--- src/rtl/write_level_monitor.sv ---
// Write-domain fill monitor: synchronizes the Gray read pointer into wclk and
// publishes registered level/free/almost-full and (with WLEVEL_OVERFLOW_DETECT_EN) a sticky overflow flag.
module write_level_monitor #(
  parameter int ADDRESS_SIZE = 4,
  parameter int SYNC_STAGES  = 2
) (
  input  logic                  wclk,
  input  logic                  wrst_n,
  input  logic [ADDRESS_SIZE:0] rptr,
  input  logic [ADDRESS_SIZE:0] write_ptr,
  input  logic                  winc,
  input  logic                  wfull,
  input  logic [ADDRESS_SIZE:0] afull_thresh,
  input  logic                  clr_ovf,
  output logic [ADDRESS_SIZE:0] wq2_read_ptr,
  output logic [ADDRESS_SIZE:0] wlevel,
  output logic [ADDRESS_SIZE:0] wfree,
  output logic                  walmost_full,
  output logic                  woverflow
);

  localparam int PW = ADDRESS_SIZE + 1;
  localparam logic [PW-1:0] DEPTH = {1'b1, {ADDRESS_SIZE{1'b0}}};

  logic [PW-1:0] sync_q [SYNC_STAGES];
  logic [PW-1:0] wbin;
  logic [PW-1:0] rbin;
  logic [PW-1:0] diff;

  function automatic logic [PW-1:0] gray2bin(input logic [PW-1:0] g);
    logic [PW-1:0] b;
    b[PW-1] = g[PW-1];
    for (int i = PW - 2; i >= 0; i--) begin
      b[i] = b[i+1] ^ g[i];
    end
    return b;
  endfunction

  // Plain flop chain; only stage 0 ever samples the foreign-domain rptr.
  always_ff @(posedge wclk or negedge wrst_n) begin
    if (!wrst_n) begin
      for (int i = 0; i < SYNC_STAGES; i++) begin
        sync_q[i] <= '0;
      end
    end else begin
      sync_q[0] <= rptr;
      for (int i = 1; i < SYNC_STAGES; i++) begin
        sync_q[i] <= sync_q[i-1];
      end
    end
  end

  assign wq2_read_ptr = sync_q[SYNC_STAGES-1];

  always_comb begin
    wbin = gray2bin(write_ptr);
    rbin = gray2bin(wq2_read_ptr);
    // Modular subtract absorbs pointer wrap; no saturation by design.
    diff = wbin - rbin;
  end

  always_ff @(posedge wclk or negedge wrst_n) begin
    if (!wrst_n) begin
      wlevel       <= '0;
      wfree        <= DEPTH;
      walmost_full <= 1'b0;
    end else begin
      wlevel       <= diff;
      wfree        <= DEPTH - diff;
      walmost_full <= (diff >= afull_thresh);
    end
  end

`ifdef WLEVEL_OVERFLOW_DETECT_EN
  // Set has priority over clear so a simultaneous overflow is never lost.
  always_ff @(posedge wclk or negedge wrst_n) begin
    if (!wrst_n) begin
      woverflow <= 1'b0;
    end else if (winc && wfull) begin
      woverflow <= 1'b1;
    end else if (clr_ovf) begin
      woverflow <= 1'b0;
    end
  end
`else
  logic unused_ovf_inputs;
  assign unused_ovf_inputs = ^{winc, wfull, clr_ovf};
  assign woverflow = 1'b0;
`endif

endmodule

--- config.mk ---
export PLATFORM = sky130hd
export DESIGN_NAME = write_level_monitor
export DESIGN_NICKNAME = d
export VERILOG_FILES = /design/src/rtl/write_level_monitor.sv
export SDC_FILE = /design/constraint.sdc
export NUM_CORES = 1
export LEC_CHECK = 0
export ABC_AREA = 0
export BUFFER_PORTS_ARGS = -buffer_cell sky130_fd_sc_hd__buf_2
export CAP_MARGIN = 20
export CORE_MARGIN = 2
export CORE_UTILIZATION = 51
export DETAILED_ROUTE_END_ITERATION = 7
export MAX_ROUTING_LAYER = met4
export PLACE_DENSITY = 0.82
export SYNTH_ARGS = -nofsm -noshare
export SYNTH_HDL_FRONTEND = slang
export SYNTH_SLANG_ARGS = --single-unit
--- constraint.sdc ---
create_clock -name wclk -period 6 [get_ports wclk]
set_input_delay 0.6 -clock wclk [delete_from_list [all_inputs] [get_ports wclk]]
set_output_delay 0.6 -clock wclk [all_outputs]
set_load 0.1 [all_outputs]
==> impl_metrics.csv, run 1 <==
group,metric,value,unit
sta,fin_crit_sh,0.493,
synth,synth_top_area_frac,0.472,
layout,antenna_cells,0,
die,num_rows,16,
sta,finalSetupViolations,0,
detailed_routing,drc,0,
synth,syn-instance-count,80,
grt,grt_max_degree,21,
sta,finalSetupTns,0,ps
cts,clk_latency,310,ps
synth,syn_area,1010,sq um
cts,clk_path_buf_depth,2,
setup_path,worstSetupPathType,"register to register",
synth,synth_area_leaders,"dfrtp_1, ha_1, xor2_2",
detailed_routing,vias,604,
sta,min_period,2960,ps
detailed_routing,ant_nets,0,
grt,grt_overflow_total,0,
synth,ys_seq_elements,20,
setup_path,critical_path_arrival,3160,ps
setup_path,end_kind,"register",
synth,synth_edf_count,0,
synth,yosys.area_share.adder,0.144,
synth,synth_nets,111,
synth,synth_top_cells_by_count,"dfrtp_1, ha_1, inv_1, buf_4, xor2_1",
detailed_routing,avgViaCountPerCell,4.44,
job,cap_violations,0,
layout,fillers,157,
die,io_pins,37,
setup_path,required,6200,ps
synth,yosys.area_share.simple,0.0447,
layout,nets,141,
die,dieArea,2350,sq um
cts,cts-resized-gates,0,
setup_path,crit_family,"XOR/XNOR gates",
cts,cts.sinks,20,
detailed_routing,wl_per_cell,11.2,um
synth,synth_compound_area_frac,0.0373,
grt,grt_pass1_vias,599,
die,start_util,0.530,
cts,numCtsBuffers,3,
synth,synthMostInstantiatedCell,"dfrtp_1",
setup_path,max_stage_delay,440,ps
setup_path,crit_cells,12,
setup_path,crit_fanout,3,
synth,ys_warn_count,0,
cts,cts_tree,"built",
layout,area_delta_synth_final,19.3,%
synth,synth_top_family_by_area,"XOR/XNOR gates",
cts,root_buffer,"clkbuf_4",
synth,synth_top_cell_by_area,"dfrtp_1",
detailed_routing,drt_first_pass_iters,3,
synth,yosys_most_used_dff,"dfrtp_1",
sta,skew,9.20,ps
die,core_area,1900,sq um
placement,dp_hpwl,1.24,mm
detailed_routing,drt-total-wl,1.53,mm
synth,synth_mux_area_frac,0.0112,
sta,final-max-slew-violation-count,0,
setup_path,cp-start-kind,"register",
layout,drive_gt1_frac,0.404,
synth,synthDistinctLibCells,20,
sta,max_freq,338,MHz
synth,syn_area_per_cell,12.6,sq um
synth,ys_async_sr_fraction,1.00,
placement,gp_congestion,0.767,
grt,grt_first_pass_wirelength,2.70,mm
detailed_routing,drt_iter0_drc,7,
cts,path_clk_slew,120,ps
synth,yosys.area_share.xor_xnor,0.175,
setup_path,cp_slowest_cell,"dfrtp_1",
cts,htree_num_levels,1,
die,die_w,48.4,um
placement,portBuffers,32,
synth,ys_seq_area_frac,0.498,
cts,hold_buffers,0,
sta,rsz0062_at_grt,"false",
setup_path,worstRegToRegCells,12,
grt,grt_usage,0.164,
grt,antenna_found_initial,0,
cts,post-cts-setup-buffers,0,
setup_path,crit_buf_inv,0,
sta,hold_violations,0,
status,status,"complete, no violations",
setup_path,cp_cell_sequence,"xnor2_2 -> xor2_2 -> xor2_2 -> xnor2_1 -> ha_1 -> fa_1 -> nand2b_1 -> a21oi_1 -> xnor2_1 -> ha_1 -> a21oi_1 -> o21ai_0",
die,fp.dieH,48.4,um
hold_path,hp-class,"primary input to asynchronous set/reset pin",
## metal layers
layer	track usage	wire length, um	vias to the layer above
li1	-	-	301
met1	0.182	608	281
met2	0.269	789	17
met3	0.0309	69	5
met4	0.114	58	0
met5	-	0	-
## state kept, by name, indices dropped and copies added, names as in the netlist
register,flops
wfree,4
sync_q,5
wq2_read_ptr,5
wlevel,5
walmost_full,1
## per-stage QoR
stage | area (sq um) | hold slack [ps] | cells | worst slack (ps) | util
3_3_place_gp | 1150 | 332 | 132 | 2730 | 0.604
2_1_floorplan | 1010 | 304 | 80 | 3040 | -
4_1_cts | 1200 | 220 | 136 | 2980 | 0.632
5_1_grt | 1200 | 239 | 136 | 2760 | 0.632
6_report | 1200 | 207 | 136 | 3040 | 0.632
3_5_place_dp | 1150 | 336 | 132 | 2680 | 0.604
## final timing paths
path	startpoint	endpoint	slack, ps
worst max-delay path	wq2_read_ptr[4]	walmost_full	3040
worst min-delay path	wrst_n	wlevel[3]	210
worst max register to register	wq2_read_ptr[4]	walmost_full	3040
worst min register to register	sync_q[6]	wq2_read_ptr[1]	360
max in group asynchronous	wrst_n	wfree[4]	5470
min in group wclk	sync_q[6]	wq2_read_ptr[1]	360
## cells by family (layout without fill, tap and decap cells)
kind of cell | Yosys count | count (layout)
XOR/XNOR | 15 | 15
adder cells (fa/ha/maj) | 11 | 11
buffers and inverters | 16 | 45
multiplexers | 1 | 1
flip-flops | 20 | 20
other | 1 | 1
AO/OA/AOI/OAI | 7 | 7
AND/OR/NAND/NOR | 9 | 9
## cell type report
type	instances	area [sq um]	share of cell area
Inverter	9	33.8	0.0281
Sequential cell	20	502	0.418
Multi-Input combinational cell	44	419	0.349
Clock inverter	1	30.0	0.0250
Timing Repair Buffer	32	160	0.133
Tap cell	27	33.8	0.0281
Clock buffer	3	22.5	0.0188
## placed cells by master, fill, tap and decap left out, drive strengths merged
master  synthesis  layout
ha             10      10
dfrtp          19      19
clkbuf          0       3
nand2b          2       2
nor2            2       2
o21ai           2       2
a21oi           4       4
buf             7      32
nand3b          1       1
mux2            1       1
conb            1       1
fa              1       1
nand2           2       2
xnor2           6       6
nand3           2       2
a21o            1       1
dfstp           1       1
inv             9       9
xor2            9       9
bufinv          0       1
Power of run 1 is not shown: default switching activity piles up to over one toggle a cycle in this logic, so the estimate is an artifact.
==> run 2, diff against run 1 <==
--- a/config.mk
+++ b/config.mk
@@ -9,10 +9,10 @@
 export BUFFER_PORTS_ARGS = -buffer_cell sky130_fd_sc_hd__buf_2
 export CAP_MARGIN = 20
 export CORE_MARGIN = 2
-export CORE_UTILIZATION = 51
+export CORE_UTILIZATION = 48
 export DETAILED_ROUTE_END_ITERATION = 7
 export MAX_ROUTING_LAYER = met4
-export PLACE_DENSITY = 0.82
+export PLACE_DENSITY = 0.78
 export SYNTH_ARGS = -nofsm -noshare
 export SYNTH_HDL_FRONTEND = slang
 export SYNTH_SLANG_ARGS = --single-unit
==> constraint.sdc (replaced) <==
create_clock -name wclk -period 3.05 [get_ports wclk]
set_input_delay 0.305 -clock wclk [delete_from_list [all_inputs] [get_ports wclk]]
set_output_delay 0.305 -clock wclk [all_outputs]
set_load 0.1 [all_outputs]
==> impl_metrics.csv, run 2 (synthesis gave the netlist of run 1 again) <==
group,metric,value,unit
status,status,"complete, no violations",
cts,htree_num_levels,1,
hold_path,holdPathStages,1,
hold_path,holdPathEnd,"sync_q[8]",
die,start_util,0.513,
setup_path,cp_cell_sequence,"xnor2_2 -> xor2_2 -> xor2_2 -> xnor2_1 -> ha_2 -> fa_2 -> nand2b_1 -> a21oi_2 -> xnor2_2 -> ha_1 -> a21oi_1 -> o21ai_0",
die,dieArea,2480,sq um
detailed_routing,wl_per_cell,11.0,um
die,die_w,49.8,um
die,core_area,1960,sq um
hold_path,hp-class,"primary input to register",
layout,area_delta_synth_final,23.0,%
layout,fillers,186,
setup_path,critical_path_arrival,3030,ps
sta,finalSetupViolations,0,
grt,grt_first_pass_wirelength,2.70,mm
setup_path,worstRegToRegCells,12,
sta,final-max-slew-violation-count,0,
setup_path,crit_family,"XOR/XNOR gates",
layout,nets,147,
grt,grt_overflow_total,0,
sta,hold_violations,0,
setup_path,worstSetupPathType,"register to register",
cts,path_clk_slew,100,ps
detailed_routing,vias,616,
detailed_routing,drc,0,
detailed_routing,drt_first_pass_iters,4,
setup_path,crit_fanout,3,
cts,clk_latency,290,ps
sta,min_period,2840,ps
job,cap_violations,0,
sta,rsz0062_at_grt,"false",
sta,finalSetupTns,0,ps
sta,skew,1.57,ps
grt,grt_pass1_vias,650,
setup_path,cp-start-kind,"register",
die,num_rows,16,
sta,fin_crit_sh,0.933,
setup_path,r2r_start,"wq2_read_ptr[4]",
grt,grt_max_degree,21,
setup_path,cp_slowest_cell,"dfrtp_1",
setup_path,required,3230,ps
layout,final_common_cell,"buf_2",
setup_path,crit_buf_inv,0,
detailed_routing,drt-total-wl,1.56,mm
layout,drive_gt1_frac,0.452,
cts,root_buffer,"clkbuf_4",
cts,cts_tree,"built",
detailed_routing,avgViaCountPerCell,4.34,
grt,antenna_found_initial,0,
layout,antenna_cells,0,
layout,layout_common_cells,"buf_2, dfrtp_1, inv_1, ha_1",
grt,grt_usage,0.154,
placement,portBuffers,32,
setup_path,max_stage_delay,440,ps
die,io_pins,37,
detailed_routing,drt_iter0_drc,5,
sta,max_freq,352,MHz
placement,gp_congestion,0.812,
placement,dp_hpwl,1.26,mm
cts,numCtsBuffers,3,
cts,cts.sinks,20,
detailed_routing,ant_nets,0,
setup_path,rrSetupSlack,210,ps
setup_path,r2r_end,"walmost_full",
setup_path,end_kind,"register",
cts,clk_path_buf_depth,2,
die,fp.dieH,49.8,um
hold_path,hold_start,"rptr[3]",
==> run 2: cell types whose count changed in the layout (fill, tap and decap cells not counted), sizes merged <==
cell	change
dlygate4sd3	+1
bufinv	-1
clkbuf	+1
buf	+5
==> run 2: per-stage QoR <==
step                       util  setup slack (ps)  hold slack [ps]  instance area [sq um]  std cells
final                     0.631               205              109                   1240        142
after global routing      0.631              4.93             82.2                   1240        142
after CTS                 0.612              87.5              100                   1200        139
after detailed placement  0.593              76.9              270                   1160        134
after global placement    0.593               142              261                   1160        134
after floorplan               -               296             9.41                   1010         80
==> run 2: final cells by class <==
class	instances	area, sq um	share of cell area
sequential	20	502	0.405
multi-input combinational	44	435	0.352
timing repair buffer	38	208	0.168
inverter	9	33.8	0.0273
tap	27	33.8	0.0273
clock buffer	4	26.3	0.0212
==> run 2: layer usage <==
layer / global-route usage / part of all wire / routed length [um]
met2: 0.249 / 0.51 / 797
met1: 0.174 / 0.42 / 662
met5: - / 0 / 0
met4: 0.0833 / 0.020 / 31
met3: 0.0394 / 0.042 / 66
==> run 2: timing repair <==
item	4_1_cts	5_1_grt
hold endpoints to repair	19	0
buffers inserted	0	3
hold buffers	1	0
gates resized for setup	0	4
setup endpoints to repair	0	2
==> run 2: worst max path at each step <==
stage | startpoint | end | slack (ps) | cells past startpoint
after floorplan | wq2_read_ptr[3] | walmost_full | 300 | 12
after global placement | write_ptr[3] | walmost_full | 140 | 13
after detailed placement | write_ptr[3] | walmost_full | 80 | 13
after CTS | wq2_read_ptr[4] | walmost_full | 90 | 12
after global routing | wq2_read_ptr[4] | walmost_full | 5 | 12
final | wq2_read_ptr[4] | walmost_full | 210 | 12
==> run 2: worst reg2reg max path, cell delays in order (launching register included) <==
cell	delay, ps
dfrtp_1	440
xnor2_2	250
xor2_2	220
xor2_2	200
xnor2_1	90
ha_2	190
fa_2	350
nand2b_1	170
a21oi_2	190
xnor2_2	100
ha_1	310
a21oi_1	130
o21ai_0	90
Power of run 2 is left out for the same reason.
==> run 3, diff against run 2 <==
--- a/config.mk
+++ b/config.mk
@@ -8,11 +8,13 @@
 export ABC_AREA = 0
 export BUFFER_PORTS_ARGS = -buffer_cell sky130_fd_sc_hd__buf_2
 export CAP_MARGIN = 20
+export CORE_ASPECT_RATIO = 0.75
 export CORE_MARGIN = 2
-export CORE_UTILIZATION = 48
+export CORE_UTILIZATION = 50
+export CTS_BUF_LIST = sky130_fd_sc_hd__clkbuf_2
 export DETAILED_ROUTE_END_ITERATION = 7
 export MAX_ROUTING_LAYER = met4
-export PLACE_DENSITY = 0.78
+export PLACE_DENSITY = 0.81
 export SYNTH_ARGS = -nofsm -noshare
 export SYNTH_HDL_FRONTEND = slang
 export SYNTH_SLANG_ARGS = --single-unit
==> impl_metrics.csv, run 3 (synthesis gave the netlist of run 1 again) <==
group,metric,value,unit
status,status,"complete, no violations",
grt,grt_usage,0.151,
sta,finalSetupViolations,0,
detailed_routing,drt-total-wl,1.60,mm
sta,hold_violations,0,
layout,drive_gt1_frac,0.452,
sta,skew,0.818,ps
grt,antenna_found_initial,0,
cts,root_buffer,"clkbuf_2",
die,start_util,0.513,
placement,gp_congestion,0.784,
die,io_pins,37,
layout,layout_common_cells,"buf_2, dfrtp_1, ha_1, inv_1",
setup_path,cp-startpoint,"wq2_read_ptr[4]",
detailed_routing,ant_nets,0,
setup_path,worstRegToRegCells,12,
placement,portBuffers,32,
die,fp.dieH,42.9,um
die,core_area,1960,sq um
setup_path,end_kind,"register",
layout,nets,147,
setup_path,crit_fanout,3,
setup_path,cp-start-kind,"register",
placement,dp_hpwl,1.21,mm
cts,clk_path_buf_depth,2,
setup_path,rrSetupSlack,180,ps
cts,clk_latency,310,ps
grt,grt_first_pass_wirelength,2.66,mm
cts,cts_tree,"built",
detailed_routing,drt_first_pass_iters,2,
setup_path,cp-endpoint,"walmost_full",
job,cap_violations,0,
grt,grt_overflow_total,0,
cts,cts.sinks,20,
cts,path_clk_slew,180,ps
sta,min_period,2870,ps
sta,max_freq,348,MHz
layout,final_common_cell,"buf_2",
hold_path,hp-class,"primary input to register",
grt,grt_pass1_vias,608,
detailed_routing,avgViaCountPerCell,4.58,
detailed_routing,drt_iter0_drc,5,
die,die_w,55.8,um
grt,grt_max_degree,21,
cts,numCtsBuffers,3,
cts,htree_num_levels,1,
detailed_routing,drc,0,
setup_path,worstSetupPathType,"register to register",
sta,fin_crit_sh,0.942,
layout,area_delta_synth_final,24.2,%
setup_path,r2r_start,"wq2_read_ptr[4]",
sta,hold_slack,76.0,ps
setup_path,r2r_end,"walmost_full",
detailed_routing,wl_per_cell,11.5,um
die,num_rows,14,
layout,fillers,155,
detailed_routing,vias,636,
sta,final-max-slew-violation-count,0,
setup_path,required,3270,ps
die,dieArea,2390,sq um
setup_path,critical_path_arrival,3100,ps
layout,antenna_cells,0,
run 3: repair_timing:
action,CTS,global route
buffers inserted,0,2
gates resized for setup,0,3
hold buffers,1,0
endpoints found under the hold margin,19,0
endpoints found under the setup margin,0,1
run 3: area by class of cell:
cell class	instances	area, sq um	area share
Clock inverter	1	30.0	0.0240
Tap cell	24	30.0	0.0240
Multi-Input combinational cell	44	433	0.346
Inverter	9	33.8	0.0270
Clock buffer	3	15.0	0.0120
Sequential cell	20	502	0.401
Timing Repair Buffer	38	208	0.166
run 3: how the worst min path moves through the flow:
stage                     startpoint  cells after the start              end
after global routing         rptr[2]                      1        sync_q[7]
after global placement        wrst_n                      1  wq2_read_ptr[1]
final                        rptr[2]                      1        sync_q[7]
after CTS                    rptr[2]                      1        sync_q[7]
after floorplan               wrst_n                      0        sync_q[5]
after detailed placement      wrst_n                      1  wq2_read_ptr[1]
run 3: through the flow:
stage          setup TNS (ps)  setup slack [ps]   util  cell area, sq um  std cells
2_1_floorplan               0               296      -              1010         80
3_3_place_gp                0               158  0.595              1170        132
3_5_place_dp                0               126  0.595              1170        132
4_1_cts                     0               118  0.623              1220        137
5_1_grt                 -23.4             -23.4  0.638              1250        139
6_report                    0               177  0.638              1250        139
run 3: per-layer routing:
layer  up-vias  global-route usage  routed length, um
met4         0              0.0429                 16
met5         -                   -                  0
li1        311                   -                  -
met3         2              0.0518                 95
met1       304               0.173                639
met2        19               0.257                843
run 3: critical path: stages (launching register included):
cell	delay [ps]
dfrtp_1	460
xnor2_2	240
xor2_2	220
xor2_2	200
xnor2_1	80
ha_1	210
fa_2	360
nand2b_1	170
a21oi_2	190
xnor2_2	150
ha_1	270
a21oi_1	140
o21ai_0	90
Power of run 3 is left out for the same reason.
